[config.mk]
export PLATFORM = sky130hd
export DESIGN_NAME = mul_seq
export DESIGN_NICKNAME = d
export VERILOG_FILES = /design/src/rtl/mul_seq.sv
export SDC_FILE = /design/constraint.sdc
export NUM_CORES = 1
export LEC_CHECK = 0
export BUFFER_PORTS_ARGS = -buffer_cell sky130_fd_sc_hd__clkbuf_2
export CAP_MARGIN = 10
export CORE_ASPECT_RATIO = 1.1
export CORE_MARGIN = 2
export CORE_UTILIZATION = 28
export CTS_CLUSTER_SIZE = 16
export DETAILED_ROUTE_END_ITERATION = 16
export PLACE_DENSITY = 0.55
export SLEW_MARGIN = 20
export SYNTH_ARGS = -nofsm -noshare
export SYNTH_HDL_FRONTEND = slang
export SYNTH_SLANG_ARGS = --single-unit
[constraint.sdc]
create_clock -name clk_i -period 3.56 [get_ports clk_i]
set_clock_uncertainty 0.1 [all_clocks]
set_input_delay 0.712 -clock clk_i [delete_from_list [all_inputs] [get_ports clk_i]]
set_output_delay 0.712 -clock clk_i [all_outputs]
set_load 0.03 [all_outputs]
[src/rtl/mul_seq.sv]
// ============================================================================
// mul_seq : radix-2 shift-add multiplier sequencer for the EX-stage `mul`.
// Optional build macro: MUL_EARLY_EXIT_EN (stop once the multiplier runs out).
// Revision: 1.0
// ============================================================================
`default_nettype none

module mul_seq #(
    parameter int WORD_W = 32,
    parameter int CNT_W  = 6
) (
    input  logic              clk_i,
    input  logic              rst_i,
    input  logic              start_i,
    input  logic              valid_i,
    input  logic              flush_i,
    input  logic [WORD_W-1:0] op_a_i,
    input  logic [WORD_W-1:0] op_b_i,
    input  logic [4:0]        rd_i,
    output logic              stall_o,
    output logic              busy_o,
    output logic              done_o,
    output logic [WORD_W-1:0] result_o,
    output logic [4:0]        rd_o
);

    typedef enum logic [1:0] {
        S_IDLE = 2'd0,
        S_BUSY = 2'd1,
        S_DONE = 2'd2
    } state_t;

    state_t            state_q;
    logic [WORD_W-1:0] mcand_q;
    logic [WORD_W-1:0] mplier_q;
    logic [WORD_W-1:0] acc_q;
    logic [WORD_W-1:0] result_q;
    logic [CNT_W-1:0]  cnt_q;
    logic [4:0]        rd_q;
    logic              busy_q;
    logic              done_q;

    logic              accept_d;
    logic [WORD_W-1:0] acc_d;
    logic [WORD_W-1:0] mplier_d;
    logic              last_d;

    // rst_i gates accept so stall_o stays low while reset is held
    assign accept_d = rst_i && (state_q == S_IDLE) && start_i && valid_i && !flush_i;

    always_comb begin
        acc_d = acc_q;
        if (mplier_q[0]) begin
            acc_d = acc_q + mcand_q;
        end
        mplier_d = mplier_q >> 1;
        last_d   = (cnt_q == CNT_W'(WORD_W - 1));
`ifdef MUL_EARLY_EXIT_EN
        last_d   = last_d || (mplier_d == '0);
`endif
    end

    always_ff @(posedge clk_i or negedge rst_i) begin
        if (!rst_i) begin
            state_q  <= S_IDLE;
            mcand_q  <= '0;
            mplier_q <= '0;
            acc_q    <= '0;
            result_q <= '0;
            cnt_q    <= '0;
            rd_q     <= '0;
            busy_q   <= 1'b0;
            done_q   <= 1'b0;
        end else begin
            case (state_q)
                S_IDLE: begin
                    done_q <= 1'b0;
                    if (accept_d) begin
                        mcand_q  <= op_a_i;
                        mplier_q <= op_b_i;
                        rd_q     <= rd_i;
                        acc_q    <= '0;
                        cnt_q    <= '0;
                        busy_q   <= 1'b1;
                        state_q  <= S_BUSY;
                    end
                end
                S_BUSY: begin
                    if (flush_i) begin
                        busy_q  <= 1'b0;
                        state_q <= S_IDLE;
                    end else if (start_i) begin
                        acc_q    <= acc_d;
                        mcand_q  <= mcand_q << 1;
                        mplier_q <= mplier_d;
                        cnt_q    <= cnt_q + CNT_W'(1);
                        if (last_d) begin
                            result_q <= acc_d;
                            busy_q   <= 1'b0;
                            done_q   <= 1'b1;
                            state_q  <= S_DONE;
                        end
                    end
                end
                S_DONE: begin
                    done_q  <= 1'b0;
                    state_q <= S_IDLE;
                end
                default: begin
                    busy_q  <= 1'b0;
                    done_q  <= 1'b0;
                    state_q <= S_IDLE;
                end
            endcase
        end
    end

    assign stall_o  = accept_d || (state_q == S_BUSY);
    assign busy_o   = busy_q;
    assign done_o   = done_q;
    assign result_o = result_q;
    assign rd_o     = rd_q;

endmodule

`default_nettype wire
* Yosys cells after proc, flatten, opt, wreduce, memory -nomap -nowiden
Index checks and enable logic that the tools add are counted.
** Cells by class
- $add $sub $neg :: 2
- Equality and inequality tests :: 9
- Muxes and demuxes :: 31
- Bitwise gates (word level) :: 2
- Reduce and logical (&&, ||, !) cells :: 14
** Operator list (number)
- $mux W32 :: 10
- $pmux W32 S2 :: 3
- $add A32 B32 Y32 :: 1
- $mux W6 :: 3
- $pmux W6 S2 :: 1
- $reduce_and A4 Y1 :: 3
- $mux W1 :: 8
- $mux W2 :: 4
- $ne A2 B2 Y1 const B :: 4
- $add A6 B1 Y6 const B :: 1
- $eq A6 B5 Y1 const B :: 1
- $ne A3 B3 Y1 const B :: 2
- $reduce_and A3 Y1 :: 2
- $logic_and A1 B1 Y1 :: 4
- $pmux W2 S2 :: 1
- $pmux W1 S3 :: 1
- $eq A2 B1 Y1 const B :: 1
- $eq A2 B2 Y1 const B :: 1
- $logic_not A2 Y1 :: 1
- $not A1 Y1 :: 2
- $reduce_and A2 Y1 :: 1
- $reduce_bool A2 Y1 :: 1
- $logic_not A1 Y1 :: 1
- $logic_or A1 B1 Y1 :: 1
** Word-level totals
- Register bits :: 143
- Input port bits :: 74
- Logic and storage cells :: 67

* Depth between registers and ports, before layout
Gate-level depths: netlist (run 1).
- Word-level depth :: 7
- Depth in mapped cells :: 11
- Mapped depth without buffers :: 11

* Worst setup path after synthesis (run 1)
OpenSTA, ideal clock, no wires.
- Path kind :: register to register
- Start point :: register mcand_q[0]
- End point :: register result_q[16], in the netlist result_o[16]
- Data arrival time :: 2.779 ns
- Data required time :: 3.383 ns
- Slack :: 0.604 ns
- Cell stages (with the launch flop) :: 12
- Clock period less this slack :: 2.956 ns
- Path through :: dfrtp_1 -> ha_1 -> fa_1 -> a21o_1 -> a221o_1 -> a32o_2 -> a21bo_1 -> a221o_1 -> a21oi_2 -> xnor2_1 -> mux2i_1 -> o21ai_1
** On the way
- Longest elaborated chain between the ends :: 2
** RTL lines
- start: declaration :: RTL line 34 : logic [WORD_W-1:0] mcand_q;
- start signal: assignment :: RTL line 79 : mcand_q <= op_a_i;
- start signal: assignment :: RTL line 94 : mcand_q <= mcand_q << 1;
- $add A32 B32 Y32 :: RTL line 54 : acc_d = acc_q + mcand_q;
- $mux W32 :: RTL line 53 : if (mplier_q[0]) begin
- end signal: assignment :: RTL line 69 : result_q <= '0;
- end signal: assignment :: RTL line 98 : result_q <= acc_d;
- end: declaration :: RTL line 37 : logic [WORD_W-1:0] result_q;
Every way passes these cells.
A chain may end at the register's enable or synchronous reset.

* Final worst setup path (run 1)
Same ends and word-level chain as after synthesis.

==> results.md, run 1 <==
* Clock tree from TritonCTS: built
* Slew @ Worst Pin at 1.06 ns
* Synth unique cells at 55
* Slowest CP cell: fa_1
* Area contributors post-synth: dfrtp_1, mux2i_1, nand2_1, o21ai_1, ha_1
* Initial antenna violation count at 0
* Fmax achieved at 0.316 GHz
* Syn Nets at 911
* EDFF count, synth at 0
* Peak VDD IR at 0.000280 V
* Worst EP arrival at 3.41 ns
* Slew Limit Fails at 0
* CP required at 3.81 ns
* First-pass GRT wire length at 32700 µm
* Port Buffers at 113
* Synth warn at 0
* Buf/Inv on CP at 0
* Slew HR at 29.4%
* Post-synth top cells: dfrtp_1, nand2_1, o21ai_1
* Detail-routed via count per cell at 4.80
* DR vias at 6102
* CP Max Fanout at 4
* Main synth FF type: dfrtp_1
* Syn_area_per_cell at 9.66 µm²
* Detailed Place HPWL at 13800 µm
* Root buffer cell: clkbuf_16
* Row count at 63
* ANT cells at 0
* RSZ-0062 raised after global routing: false
* Worst skew pair latency at 0.43 ns
* I/O pins at 114
* Pre-CTS WS at 0.426 ns
* Post-CTS Resized at 0
* CORE AREA at 0.0271 mm²
* CTS clk-pin slew, worst paths at 0.06 ns
* Die X at 163 µm
* Pwr per Cell Area at 581 mW/mm²
* Setup bufs post-CTS at 0
* Final hold viol count at 0
* Total Power at 0.00546 W
* WL/cell at 15.6 µm
* Final min period at 3.16 ns
* Htree depth at 4
* Vias in the first global route at 6202
* Status: finished clean
* 1st-pass router iterations at 5
* CP Capture Type: flop
* LEAKAGE at 4.53 nW
* Num CTS Buffers at 17
* Post-synth top area share at 46.1%
* Fin Setup TNS at 0 ns
* Full die area at 0.0291 mm²
* Async S/R FF share, synth at 100%
* Worst Setup Slack, final at 0.397 ns
* Area Growth Syn to Fin at 21.1%
* Most Frequent Cell on Critical Path: a221o_1
* R2r worst-path depth at 11
* Crit-path cells: ha_1, fa_1, a21o_1, a221o_1, a32o_2, a21bo_1, a221o_1, a21oi_2, xnor2_1, mux2i_1, o21ai_1
* Final WL at 19800 µm
* Reg2reg start: mcand_q[0]
* Register area share after synthesis at 46.1%
* DRT iter0 DRCs at 329
* Routed Antenna Nets at 0
* Residual DRC at 0
* Worst Setup SP: mcand_q[0]
* Critical path's top delay family: compound AO/OA/AOI/OAI gates
* Fin nets at 1009
* Max stage delay on crit path at 0.42 ns
* RePlAce Congestion at 0.794
* Gr ovfl total at 0
* R2r setup slk at 0.40 ns
* Worst min path class: in -> async
* Max Cap Viol at 0
* Share of cells above drive strength 1 at 19.1%
* Initial Util at 28.6%
* Crit share post-route at 88.9%
* DIE HEIGHT at 179 µm
* Deepest clock path buffer count at 2
* Pin count of the biggest net entering global routing at 68
* Synthesized instance count at 804
* Yosys top cell by area: dfrtp_1
* CP startpoint kind: flop
* All-layer global routing usage at 14.3%
* Hold buffers post-CTS at 0
* Worst path depth at 11
* Crit path kind: reg -> reg
* Most frequent cell after synthesis: dfrtp_1
* Synthesized flop and latch total at 143
* Clock sinks at 143
* Final setup viols at 0
* Post-Synthesis Cell Area at 0.00776 mm²
[cell usage in the layout (no fill, tap or decap), types with 3 or more instances in the layout]
cell type	count
bufinv_16	6
and2_1	5
clkbuf_16	17
and3_1	10
nor2_1	28
o21ai_1	97
mux2_2	7
a22o_1	24
o31ai_1	6
dfrtp_1	143
mux2i_1	78
buf_4	12
a221oi_1	3
nor3_1	8
nand2b_1	5
inv_1	5
xor2_1	13
xnor2_1	17
o21a_1	5
a21oi_1	48
nand2_1	133
a31oi_1	3
clkbuf_2	112
nand4_1	4
o21bai_1	4
ha_1	32
o21ai_0	14
nand3_1	9
a21o_1	19
nor2b_1	3
[power breakdown]
| group | total [W] | switching, W | internal (W) |
|---|---|---|---|
| Combinational | 0.00131 | 0.000768 | 0.000541 |
| Clock | 0.00205 | 0.000733 | 0.00132 |
| Sequential | 0.00210 | 0.000209 | 0.00189 |
[cells by family (layout without fill, tap and decap cells)]
family / after synthesis / in the layout / share of synthesized area [%]
XOR/XNOR: 30 / 30 / 3.38
flip-flops: 143 / 143 / 46.1
adder cells (fa/ha/maj): 33 / 33 / 5.41
buffers and inverters: 53 / 164 / 2.67
multiplexers: 85 / 85 / 11.1
AND/OR/NAND/NOR: 220 / 220 / 12.5
AO/OA/AOI/OAI: 240 / 240 / 18.9
[metrics by stage]
step / hold WS, ns / util [%] / cells / instance area, µm²
CTS: 0.0155 / 34.7 / 1272 / 9400
global route: 0.0201 / 34.7 / 1272 / 9400
detailed placement: 0.372 / 32.2 / 1240 / 8730
finish: 0.0280 / 34.7 / 1272 / 9400
floorplan: 0.316 / - / 804 / 7760
global placement: 0.361 / 32.2 / 1240 / 8730
[worst paths after layout]
path | to
worst max-delay path | result_o[16]
worst min-delay path | mcand_q[13]
worst max register to register | result_o[16]
worst min register to register | result_o[18]
max in group asynchronous | acc_q[28]
min in group clk_i | result_o[18]
[state kept, by name (all words and copies together), names as in the netlist, 2 cells and up]
register  cells
cnt_q         6
mcand_q      32
result_o     32
rd_o          5
acc_q        32
mplier_q     32
state_q       2
[per-layer routing]
metal | vias up | GRT usage, % | part of all wire (%)
met1 | 2916 | 18.5 | 45
met5 | - | 0 | 0
met3 | 11 | 4.02 | 6.2
met2 | 111 | 23.5 | 48
li1 | 3064 | - | -
met4 | 0 | 4.02 | 0.75
[cell type report]
class	count	area, µm²
Tap cell	357	447
Fill cell	2853	17700
Multi-Input combinational cell	608	4000
Clock buffer	19	433
Inverter	6	22.5
Timing Repair Buffer	126	682
Clock inverter	13	235
Sequential cell	143	3580
(Power assumes the default switching activity.)
==> inputs of run 2 (changes only) <==
- ABC_CLOCK_PERIOD_IN_PS: default -> 3560
- PLACE_DENSITY: 0.55 -> 0.48
- SETUP_SLACK_MARGIN: default -> 0.4
==> run 2 against run 1 <==
  * Flip-flop and latch count unchanged
  * Final area increased by 0.41%
  * Final cell count rose by 0.31%
  * Combinational power barely moved
  * Maximum frequency up 2.6%
  * Highest routed layer unchanged
  * Core utilization grew 0.14 points
  * Hold slack improved by 0.32 ns
  * Count of clock-buffer cells in the layout fell by 1
  * Routed wire length rose by 3.5%
  * Global-route usage up 0.29 points
  * Register-to-register slack improved by 0.08 ns
  * Sequential power is essentially flat
==> results.md, run 2 (synthesis gave the netlist of run 1 again) <==
* Status: finished clean
* Peak VDD IR at 0.000282 V
* Final min period at 3.08 ns
* Area Growth Syn to Fin at 21.6%
* Deepest clock path buffer count at 2
* Full die area at 0.0291 mm²
* Vias in the first global route at 6233
* Initial antenna violation count at 1
* Slew HR at 25.7%
* Slew Limit Fails at 0
* Most frequent cells in the layout: dfrtp_1, nand2_1, clkbuf_2
* Routed Antenna Nets at 0
* LEAKAGE at 4.54 nW
* Share of cells above drive strength 1 at 20.0%
* Worst EP arrival at 3.33 ns
* Final hold viol count at 0
* Detailed Place HPWL at 14000 µm
* Most Frequent Cell on Critical Path: a221o_1
* CP Capture Type: flop
* Row count at 63
* Final WL at 20500 µm
* Crit-path cells: ha_2, fa_2, a21o_1, a221o_1, a32o_2, a21bo_1, a221o_1, a21oi_2, xnor2_1, mux2i_1, o21ai_1
* Fillers at 2853
* Final setup viols at 0
* I/O pins at 114
* First-pass GRT wire length at 33500 µm
* Slowest CP cell: dfrtp_1
* Residual DRC at 0
* Most common cell after layout, fill and taps aside: dfrtp_1
* WL/cell at 16.1 µm
* CP Max Fanout at 4
* Worst skew pair latency at 0.43 ns
* Pwr per Cell Area at 573 mW/mm²
* Gr ovfl total at 0
* Slew @ Worst Pin at 1.11 ns
* ANT cells at 0
* Fin Setup TNS at 0 ns
* Num CTS Buffers at 17
* Max stage delay on crit path at 0.39 ns
* Root buffer cell: clkbuf_16
* Detail-routed via count per cell at 4.84
* CP required at 3.81 ns
* 1st-pass router iterations at 7
* Clock tree from TritonCTS: built
* RePlAce Congestion at 0.780
* RSZ-0062 raised after global routing: true
* Final core utilization at 34.8%
* Max Cap Viol at 0
* Fmax achieved at 0.324 GHz
* Pin count of the biggest net entering global routing at 144
* DR vias at 6179
* Crit path kind: reg -> reg
* Worst min path class: in -> async
* CP startpoint kind: flop
* Initial Util at 28.6%
* DRT iter0 DRCs at 319
* Fin nets at 1013
* CORE AREA at 0.0271 mm²
* Crit share post-route at 86.6%
* Htree depth at 4
* Die X at 163 µm
* CTS clk-pin slew, worst paths at 0.06 ns
* Port Buffers at 113
* All-layer global routing usage at 14.6%
* DIE HEIGHT at 179 µm
* Clock sinks at 143
run 2: changes by cell type in the layout (fill, tap and decap cells not counted), moves of 2 or more:
cell and change:
a31oi_1 -3, a31oi_2 +3, buf_4 +3, clkinv_2 +2
run 2: timing repair:
item	4_1_cts	5_1_grt
setup endpoints to repair	4	13
gates cloned	0	0
gates resized for setup	1	4
endpoints found under the hold margin	0	0
pin swaps	0	7
setup buffers	0	5
hold buffers	0	0
run 2: final timing paths:
path                       depth (start not counted)  slack [ns]            to  startpoint
max                                               11        0.48  result_o[16]    acc_q[0]
min                                                2        0.35   result_o[8]       rst_i
max reg2reg                                       11        0.48  result_o[16]    acc_q[0]
min reg2reg                                        2        0.38        done_o      done_o
max in group asynchronous                          2        2.41     acc_q[25]       rst_i
min in group clk_i                                 2        0.38        done_o      done_o
run 2: layer usage:
layer | GRT usage, % | share of wire (%) | vias to the layer above
li1 | - | - | 3079
met1 | 18.9 | 47 | 2961
met2 | 24.0 | 46 | 127
met3 | 3.89 | 5.3 | 12
met4 | 4.09 | 1.2 | 0
met5 | 0 | 0 | -
run 2: report_power, final:
group,leakage [nW],switching (W),internal (W)
registers,1.89,0.000210,0.00189
clock network,0.307,0.000739,0.00125
logic,2.34,0.000777,0.000550
total,4.54,0.00173,0.00368
run 2: area by class of cell:
type | count | area, µm² | area share [%]
Tap cell | 357 | 447 | 4.73
Sequential cell | 143 | 3580 | 37.9
Multi-Input combinational cell | 608 | 4020 | 42.6
Timing Repair Buffer | 130 | 724 | 7.67
Clock buffer | 18 | 429 | 4.55
Inverter | 6 | 22.5 | 0.239
Clock inverter | 14 | 214 | 2.27
run 2: stage by stage:
stage	cell area, µm²	total power [W]	cells	setup slack, ns	hold WS (ns)
detailed placement	8730	0.00345	1239	0.436	0.370
CTS	9380	0.00547	1271	0.427	0.380
global route	9440	0.00574	1276	0.338	0.400
finish	9440	0.00541	1276	0.476	0.353
global placement	8730	0.00344	1239	0.450	0.358
floorplan	7760	0.00305	804	0.604	0.316
run 2: critical path, delay by kind of cell (launching register included):
family	cells	cell delay, ns
DFF	1	0.39
adders and majority gates	2	0.58
xor gates and xnor gates	1	0.15
AOI/OAI and AO/OA	7	1.68
muxes	1	0.10
